`config.mk`:
```
export PLATFORM = sky130hd
export DESIGN_NAME = gym_player_motion_flat
export DESIGN_NICKNAME = d
export VERILOG_FILES = /design/src/rtl/gym_pkg.sv /design/src/rtl/gym_player_motion_if.sv /design/src/rtl/gym_player_motion_vs_tick_sync.sv /design/src/rtl/gym_player_motion.sv /design/src/flat_wrapper.sv
export SDC_FILE = /design/constraint.sdc
export NUM_CORES = 1
export LEC_CHECK = 0
export BUFFER_PORTS_ARGS = -buffer_cell sky130_fd_sc_hd__buf_2
export CAP_MARGIN = 30
export CORE_ASPECT_RATIO = 1.5
export CORE_MARGIN = 4
export CORE_UTILIZATION = 30
export DETAILED_ROUTE_END_ITERATION = 8
export GPL_TIMING_DRIVEN = 1
export SYNTH_ARGS = -nofsm -noshare
export SYNTH_HDL_FRONTEND = slang
export SYNTH_SLANG_ARGS = --single-unit
export TNS_END_PERCENT = 5
```
`constraint.sdc`:
```
create_clock -name Clk -period 5 [get_ports Clk]
set_input_delay 0.5 -clock Clk [delete_from_list [all_inputs] [get_ports Clk]]
set_output_delay 0.5 -clock Clk [all_outputs]
set_load 0.02 [all_outputs]
```
`src/rtl/gym_pkg.sv`:
```
// Shared gym definitions: facing directions, keycodes, tile geometry and
// the position payload exchanged with the spin-tile stage.
package gym_pkg;

    typedef enum logic [1:0] {
        DIR_DOWN  = 2'd0,
        DIR_UP    = 2'd1,
        DIR_LEFT  = 2'd2,
        DIR_RIGHT = 2'd3
    } dir_t;

    localparam logic [7:0] KEY_W = 8'h1A;
    localparam logic [7:0] KEY_S = 8'h16;
    localparam logic [7:0] KEY_A = 8'h04;
    localparam logic [7:0] KEY_D = 8'h07;

    localparam int unsigned POS_W       = 10;
    localparam int unsigned GYM_TILE_PX = 16;
    localparam int unsigned XRIGHT_OFS  = 15;
    localparam int unsigned YBOTTOM_OFS = 20;

    typedef struct packed {
        logic [POS_W-1:0] x;
        logic [POS_W-1:0] y;
    } pos_t;

    function automatic logic key_is_move(input logic [7:0] k);
        return (k == KEY_W) || (k == KEY_S) || (k == KEY_A) || (k == KEY_D);
    endfunction

    // Non-movement keys fall back to DOWN; callers gate on key_is_move.
    function automatic dir_t key_to_dir(input logic [7:0] k);
        case (k)
            KEY_W:   return DIR_UP;
            KEY_A:   return DIR_LEFT;
            KEY_D:   return DIR_RIGHT;
            default: return DIR_DOWN;
        endcase
    endfunction

endpackage

```
`src/rtl/gym_player_motion_if.sv`:
```
// Player-motion bus: frame sync, keyboard, map lookup and tile-stage
// handshake in; position, facing and animation out.
interface gym_player_motion_if;
    logic       VGA_VS;
    logic [7:0] keycode;
    logic       blocked;
    logic       atTile;
    logic [1:0] spin_direction;
    logic [9:0] tele_x;
    logic [9:0] tele_y;
    logic [9:0] target_x;
    logic [9:0] target_y;
    logic [9:0] player_x;
    logic [9:0] player_y;
    logic [9:0] xright;
    logic [9:0] ybottom;
    logic [1:0] facing;
    logic       moving;
    logic       walk_frame;

    modport master (
        output VGA_VS, keycode, blocked, atTile, spin_direction, tele_x, tele_y,
        input  target_x, target_y, player_x, player_y, xright, ybottom,
               facing, moving, walk_frame
    );

    modport slave (
        input  VGA_VS, keycode, blocked, atTile, spin_direction, tele_x, tele_y,
        output target_x, target_y, player_x, player_y, xright, ybottom,
               facing, moving, walk_frame
    );
endinterface

```
`src/rtl/gym_player_motion_vs_tick_sync.sv`:
```
// Brings VGA_VS into the clk domain and emits a registered one-cycle pulse
// per rising edge (three clocks after the edge).
module vs_tick_sync (
    input  logic clk,
    input  logic rst,
    input  logic vs_async,
    output logic frame_tick
);
    logic [2:0] sync_q, sync_d;
    logic       tick_q, tick_d;

    always_comb begin
        sync_d = {sync_q[1:0], vs_async};
        tick_d = sync_q[1] & ~sync_q[2];
    end

    always_ff @(posedge clk or posedge rst) begin
        if (rst) begin
            sync_q <= '0;
            tick_q <= 1'b0;
        end else begin
            sync_q <= sync_d;
            tick_q <= tick_d;
        end
    end

    assign frame_tick = tick_q;
endmodule

```
`src/rtl/gym_player_motion.sv`:
```
// Frame-paced tile-by-tile player movement; yields to the tile stage while
// it reports atTile.
module gym_player_motion
    import gym_pkg::*;
#(
    parameter int TILE_PX = int'(GYM_TILE_PX),
    parameter int STEP_PX = 2,
    parameter int START_X = 288,
    parameter int START_Y = 347,
    parameter int X_MIN   = 0,
    parameter int X_MAX   = 448,
    parameter int Y_MIN   = 59,
    parameter int Y_MAX   = 363
) (
    input logic              Clk,
    input logic              Reset,
    gym_player_motion_if.slave bus
);
    localparam int unsigned CNT_W = 8;
    localparam int          STEPS = TILE_PX / STEP_PX;

    typedef enum logic [1:0] {ST_IDLE, ST_WALK, ST_LOCKED} state_t;

    state_t           state_q, state_d;
    pos_t             pos_q, pos_d;
    dir_t             facing_q, facing_d;
    logic             walk_frame_q, walk_frame_d;
    logic [CNT_W-1:0] step_cnt_q, step_cnt_d;

    logic frame_tick;
    logic key_valid;
    dir_t key_dir;
    int   tx_i, ty_i;
    logic in_bounds;

    vs_tick_sync u_vs_tick_sync (
        .clk       (Clk),
        .rst       (Reset),
        .vs_async  (bus.VGA_VS),
        .frame_tick(frame_tick)
    );

    // Candidate tile one pitch away; bounds checked in int so underflow is caught.
    always_comb begin
        key_valid = key_is_move(bus.keycode);
        key_dir   = key_to_dir(bus.keycode);
        tx_i      = int'(pos_q.x);
        ty_i      = int'(pos_q.y);
        case (key_dir)
            DIR_DOWN:  ty_i = ty_i + TILE_PX;
            DIR_UP:    ty_i = ty_i - TILE_PX;
            DIR_LEFT:  tx_i = tx_i - TILE_PX;
            DIR_RIGHT: tx_i = tx_i + TILE_PX;
        endcase
        in_bounds = (tx_i >= X_MIN) && (tx_i <= X_MAX) &&
                    (ty_i >= Y_MIN) && (ty_i <= Y_MAX);
    end

    always_comb begin
        state_d      = state_q;
        pos_d        = pos_q;
        facing_d     = facing_q;
        walk_frame_d = walk_frame_q;
        step_cnt_d   = step_cnt_q;
        if (frame_tick) begin
            case (state_q)
                ST_IDLE: begin
                    if (bus.atTile) begin
                        state_d = ST_LOCKED;
                    end else if (key_valid) begin
                        facing_d = key_dir;
                        if (!bus.blocked && in_bounds) begin
                            state_d    = ST_WALK;
                            step_cnt_d = '0;
                        end
                    end
                end
                ST_WALK: begin
                    case (facing_q)
                        DIR_DOWN:  pos_d.y = pos_q.y + POS_W'(STEP_PX);
                        DIR_UP:    pos_d.y = pos_q.y - POS_W'(STEP_PX);
                        DIR_LEFT:  pos_d.x = pos_q.x - POS_W'(STEP_PX);
                        DIR_RIGHT: pos_d.x = pos_q.x + POS_W'(STEP_PX);
                    endcase
                    step_cnt_d = step_cnt_q + CNT_W'(1);
                    if (step_cnt_q[1:0] == 2'd3) walk_frame_d = ~walk_frame_q;
                    if (step_cnt_q == CNT_W'(STEPS - 1)) begin
                        state_d    = ST_IDLE;
                        step_cnt_d = '0;
                    end
                end
                ST_LOCKED: begin
                    pos_d.x      = bus.tele_x;
                    pos_d.y      = bus.tele_y;
                    facing_d     = dir_t'(bus.spin_direction);
                    walk_frame_d = 1'b0;
                    if (!bus.atTile) state_d = ST_IDLE;
                end
                default: state_d = ST_IDLE;
            endcase
        end
    end

    always_ff @(posedge Clk or posedge Reset) begin
        if (Reset) begin
            state_q      <= ST_IDLE;
            pos_q.x      <= POS_W'(START_X);
            pos_q.y      <= POS_W'(START_Y);
            facing_q     <= DIR_DOWN;
            walk_frame_q <= 1'b0;
            step_cnt_q   <= '0;
        end else begin
            state_q      <= state_d;
            pos_q        <= pos_d;
            facing_q     <= facing_d;
            walk_frame_q <= walk_frame_d;
            step_cnt_q   <= step_cnt_d;
        end
    end

    assign bus.target_x   = POS_W'(tx_i);
    assign bus.target_y   = POS_W'(ty_i);
    assign bus.player_x   = pos_q.x;
    assign bus.player_y   = pos_q.y;
    assign bus.xright     = pos_q.x + POS_W'(XRIGHT_OFS);
    assign bus.ybottom    = pos_q.y + POS_W'(YBOTTOM_OFS);
    assign bus.facing     = facing_q;
    assign bus.moving     = (state_q == ST_WALK);
    assign bus.walk_frame = walk_frame_q;
endmodule

```
`src/flat_wrapper.sv`:
```
// flat-port wrapper written by rule: the top's interface ports become plain ports
module gym_player_motion_flat import gym_pkg::*;
#(
    parameter int TILE_PX = int'(GYM_TILE_PX),
    parameter int STEP_PX = 2,
    parameter int START_X = 288,
    parameter int START_Y = 347,
    parameter int X_MIN   = 0,
    parameter int X_MAX   = 448,
    parameter int Y_MIN   = 59,
    parameter int Y_MAX   = 363
)
  (Clk, Reset, bus_VGA_VS, bus_keycode, bus_blocked, bus_atTile, bus_spin_direction, bus_tele_x, bus_tele_y, bus_target_x, bus_target_y, bus_player_x, bus_player_y, bus_xright, bus_ybottom, bus_facing, bus_moving, bus_walk_frame);
  gym_player_motion_if bus_i ();
  input logic Clk;
  input logic Reset;
  input wire logic [$bits(bus_i.VGA_VS)-1:0] bus_VGA_VS;
  input wire logic [$bits(bus_i.keycode)-1:0] bus_keycode;
  input wire logic [$bits(bus_i.blocked)-1:0] bus_blocked;
  input wire logic [$bits(bus_i.atTile)-1:0] bus_atTile;
  input wire logic [$bits(bus_i.spin_direction)-1:0] bus_spin_direction;
  input wire logic [$bits(bus_i.tele_x)-1:0] bus_tele_x;
  input wire logic [$bits(bus_i.tele_y)-1:0] bus_tele_y;
  output wire logic [$bits(bus_i.target_x)-1:0] bus_target_x;
  output wire logic [$bits(bus_i.target_y)-1:0] bus_target_y;
  output wire logic [$bits(bus_i.player_x)-1:0] bus_player_x;
  output wire logic [$bits(bus_i.player_y)-1:0] bus_player_y;
  output wire logic [$bits(bus_i.xright)-1:0] bus_xright;
  output wire logic [$bits(bus_i.ybottom)-1:0] bus_ybottom;
  output wire logic [$bits(bus_i.facing)-1:0] bus_facing;
  output wire logic [$bits(bus_i.moving)-1:0] bus_moving;
  output wire logic [$bits(bus_i.walk_frame)-1:0] bus_walk_frame;
  assign bus_i.VGA_VS = bus_VGA_VS;
  assign bus_i.keycode = bus_keycode;
  assign bus_i.blocked = bus_blocked;
  assign bus_i.atTile = bus_atTile;
  assign bus_i.spin_direction = bus_spin_direction;
  assign bus_i.tele_x = bus_tele_x;
  assign bus_i.tele_y = bus_tele_y;
  assign bus_target_x = bus_i.target_x;
  assign bus_target_y = bus_i.target_y;
  assign bus_player_x = bus_i.player_x;
  assign bus_player_y = bus_i.player_y;
  assign bus_xright = bus_i.xright;
  assign bus_ybottom = bus_i.ybottom;
  assign bus_facing = bus_i.facing;
  assign bus_moving = bus_i.moving;
  assign bus_walk_frame = bus_i.walk_frame;
  gym_player_motion #(.TILE_PX(TILE_PX), .STEP_PX(STEP_PX), .START_X(START_X), .START_Y(START_Y), .X_MIN(X_MIN), .X_MAX(X_MAX), .Y_MIN(Y_MIN), .Y_MAX(Y_MAX)) u_core (.Clk(Clk), .Reset(Reset), .bus(bus_i));
endmodule
```
==> impl_metrics.py <==
metrics = {
    "drt": {
        "drc_errors": 0,
        "wire_per_inst_um": 15.8,
        "routed_wl_mm": 10.7,
        "drt_pass1_iterations": 5,
        "drtIter0Drc": 177,
        "final_antenna_net_count": 0,
        "num_vias": 3510,
        "viasPerCell": 5.17,
    },
    "finish": {
        "postLayoutCoreUtil_pct": 36.0,
        "nets": 590,
        "areaGrowthSynthToFinish_pct": 17.8,
        "drive_gt1_share_pct": 24.9,
        "num_antenna_cells": 0,
    },
    "sta": {
        "fmax_ghz": 0.309,
        "final_hold_viol_count": 0,
        "worstMarginPinSlew_ns": 0.574,
        "final.period_utilization_pct": 64.7,
        "fin_skew_ns": 0.00525,
        "final.setup.tns_ns": 0,
        "rsz0062_at_grt": "no",
        "slew_violations": 0,
        "period_needed_ns": 3.23,
        "setup_viol": 0,
        "slew_headroom_pct": 61.4,
    },
    "clocking": {
        "clockRootBuffer": "clkbuf_16",
        "cts_tree": "yes",
        "clkTransAtPathRegs_ns": 0.05,
        "clk_path_buf_depth": 2,
        "post-cts-setup-buffers": 0,
        "hold_buffers": 0,
        "cts_htree_levels": 2,
        "insertion_delay_ns": 0.28,
        "cts_resized": 0,
        "cts_buffers": 5,
        "clock-sinks": 37,
    },
    "logic_synthesis": {
        "synth_cell_type_count": 70,
        "synth_xor_area_share_pct": 9.34,
        "yosysTopAreaCellShare_pct": 19.8,
        "synth_flop_cell": "dfrtp_1",
        "yosys_register_bits": 37,
        "synth_area_leaders": "dfrtp_1 20%, ha_1 9.6%, xnor2_1 7.7%",
        "yosys.area_share.simple_pct": 22.1,
        "synth_top_family_by_area": "compound AO/OA/AOI/OAI gates",
        "synth_edf_count": 0,
        "yosysSeqAreaShare_pct": 25.6,
        "avgSynthCellArea_sq_um": 8.08,
        "synth-adder-area-share_pct": 10.7,
        "syn_nets": 518,
        "yosysTopAreaCell": "dfrtp_1",
        "yosys_warnings": 0,
        "muxShareOfSynthArea_pct": 1.40,
        "ys_async_sr_fraction_pct": 100,
        "synth_compound_area_share_pct": 23.5,
        "syn_area_sq_um": 3660,
        "synthCells": 453,
    },
    "die": {
        "ios": 99,
        "start_util_pct": 30.6,
        "chipWidth_um": 98.2,
        "core_area_sq_um": 12000,
        "die_area_sq_um": 14100,
        "rows": 49,
        "die_h_um": 143,
    },
    "run": {
        "drv_cap": 0,
    },
    "place": {
        "io_buffers": 98,
        "dp_hpwl_mm": 8.46,
        "gp_congestion": 0.831,
    },
    "critical_path": {
        "arrival_ns": 3.40,
        "reg2reg_slack_ns": 1.77,
        "worstSetupStartpointType": "input pin",
        "critical_path_peak_fanout": 10,
        "max_stage_delay_ns": 0.49,
        "crit_slowest_cell": "and3_1",
        "path_cells": "buf_2 -> nor4_1 -> and3_1 -> nor4b_1 -> a31oi_1 -> xor2_1 -> inv_1 -> nor4_4 -> a211oi_4 -> o211a_1 -> mux2_2",
        "setup.worst_path.class": "in2reg",
        "rr_endpoint": "u_core.step_cnt_q[2]",
        "end_kind": "register",
        "worstPathRequired_ns": 5.16,
        "timing.rr.start": "u_core.bus.player_x[5]",
        "r2r_cells": 9,
    },
    "power": {
        "finalPower_uw": 3220,
        "internal_power_uw": 1470,
        "switching_share_pct": 54.3,
        "clockPowerShare_pct": 9.4,
        "p_comb_share_pct": 69.0,
        "p_leak_uw": 0.00192,
        "power_density_nw_per_um2": 747,
        "p_seq_share_pct": 21.7,
        "ir_worst_vdd_mv": 0.213,
        "p_switching_uw": 1750,
    },
    "status": {
        "status": "finished, final reports clean",
    },
    "grt": {
        "grt_pass1_wl_mm": 17.4,
        "overflow": 0,
        "track_usage_pct": 15.1,
        "antenna_found_initial": 0,
        "grt_pass1_vias": 3454,
        "grt_max_degree": 40,
    },
    "hold_path": {
        "hp-class": "in2async",
    },
}
[per-stage QoR]
stage / std cells / setup slack, ns / cell area (sq um) / hold WS, ns
after CTS: 679 / 1.75 / 4310 / 0.318
after global placement: 671 / 1.56 / 4170 / 0.341
after detailed placement: 671 / 1.45 / 4170 / 0.340
after floorplan: 453 / 1.77 / 3660 / 0.331
after global routing: 679 / 1.39 / 4310 / 0.327
final: 679 / 1.77 / 4310 / 0.327
[registers in the layout, indices dropped and copies added (netlist names)]
register / flops
u_core.u_vs_tick_sync.sync_q: 3
u_core.u_vs_tick_sync.frame_tick: 1
u_core.bus.walk_frame: 1
u_core.state_q: 2
u_core.bus.facing: 2
u_core.bus.player_x: 10
u_core.bus.player_y: 10
u_core.step_cnt_q: 8
[power by group through the flow]
stage                     logic, uW  clock network (uW)  registers, uW
after detailed placement       2240                   0            706
after floorplan                1690                   0            662
final                          2220                 301            697
after global routing           2470                 321            734
after CTS                      2250                 313            702
after global placement         2210                   0            701
[worst max-delay path: cells and delay by family]
family / cells / cell delay, ns
AO/OA/AOI/OAI: 3 / 0.68
buffers and inverters: 2 / 0.25
XOR/XNOR: 1 / 0.25
AND/OR/NAND/NOR: 4 / 1.44
multiplexers: 1 / 0.29
[cell usage in the layout (no fill, tap or decap), types with 4 or more instances in the layout]
cell / netlist / routed
a211oi_1: 8 / 8
a21o_1: 4 / 4
a21oi_1: 36 / 36
a22o_1: 6 / 6
a31oi_1: 6 / 6
buf_2: 1 / 98
clkbuf_16: 0 / 5
dfrtp_1: 29 / 29
dfstp_2: 8 / 8
ha_1: 28 / 28
inv_1: 23 / 23
mux2i_1: 4 / 4
nand2_1: 52 / 52
nand2b_1: 5 / 5
nand3_1: 14 / 14
nand4_1: 6 / 6
nor2_1: 33 / 33
nor2b_1: 8 / 8
nor3_1: 6 / 6
o2111ai_1: 7 / 7
o21ai_0: 27 / 27
o21bai_1: 6 / 6
o22ai_1: 4 / 4
xnor2_1: 32 / 32
xor2_1: 7 / 7
[worst max-delay path by stage]
stage | start | cells past startpoint | slack, ns | to
2_1_floorplan | bus_keycode[1] | 10 | 1.77 | u_core.step_cnt_q[2]
3_3_place_gp | bus_keycode[4] | 11 | 1.56 | u_core.step_cnt_q[0]
6_report | bus_keycode[4] | 11 | 1.77 | u_core.step_cnt_q[0]
4_1_cts | bus_keycode[4] | 11 | 1.75 | u_core.step_cnt_q[0]
3_5_place_dp | bus_keycode[4] | 11 | 1.45 | u_core.step_cnt_q[0]
5_1_grt | bus_keycode[4] | 11 | 1.39 | u_core.step_cnt_q[0]
[cell type report]
type | instances | area, sq um
fill | 1276 | 7650
multi-input combinational | 357 | 2450
sequential | 37 | 936
timing repair buffer | 100 | 505
tap | 153 | 191
clock buffer | 8 | 136
inverter | 24 | 90.1
[kinds of logic (layout without fill, tap and decap cells)]
logic type               Yosys count  after routing
AO/OA/AOI/OAI                    127            127
XOR/XNOR                          39             39
adder cells (fa/ha/maj)           30             30
buffers and inverters             59            132
flip-flops                        37             37
multiplexers                       5              5
AND/OR/NAND/NOR                  156            156
[layer usage]
layer  global-route usage (%)  vias to the layer above  wire (um)
met1                     18.5                     1662       4440
met5                        0                        -          0
met2                     27.3                       82       5660
met4                     4.82                        0        194
li1                         -                     1752          -
met3                     2.20                       14        442
[synth_stat cells, types with 3 or more instances]
cell type and instances:
a31oi_1 6, o31ai_1 3, o2111ai_1 7, buf_4 11, xor2_1 7, o22ai_1 4, dfrtp_1 29, nand4_1 6
nor3_1 6, o21ai_0 27, nand3_1 14, clkbuf_1 19, a211oi_1 8, dfstp_2 8, nand2b_1 5, inv_1 23
a21oi_1 36, nor2b_1 8, or3_1 3, a22o_1 6, nand2_1 52, o21bai_1 6, nor4_1 3, o21a_1 3
xnor2_1 32, mux2i_1 4, or2_2 3, a21o_1 4, nor2_1 33, ha_1 28, nor3b_1 3
No activity file was read; power rests on OpenSTA's default activity.
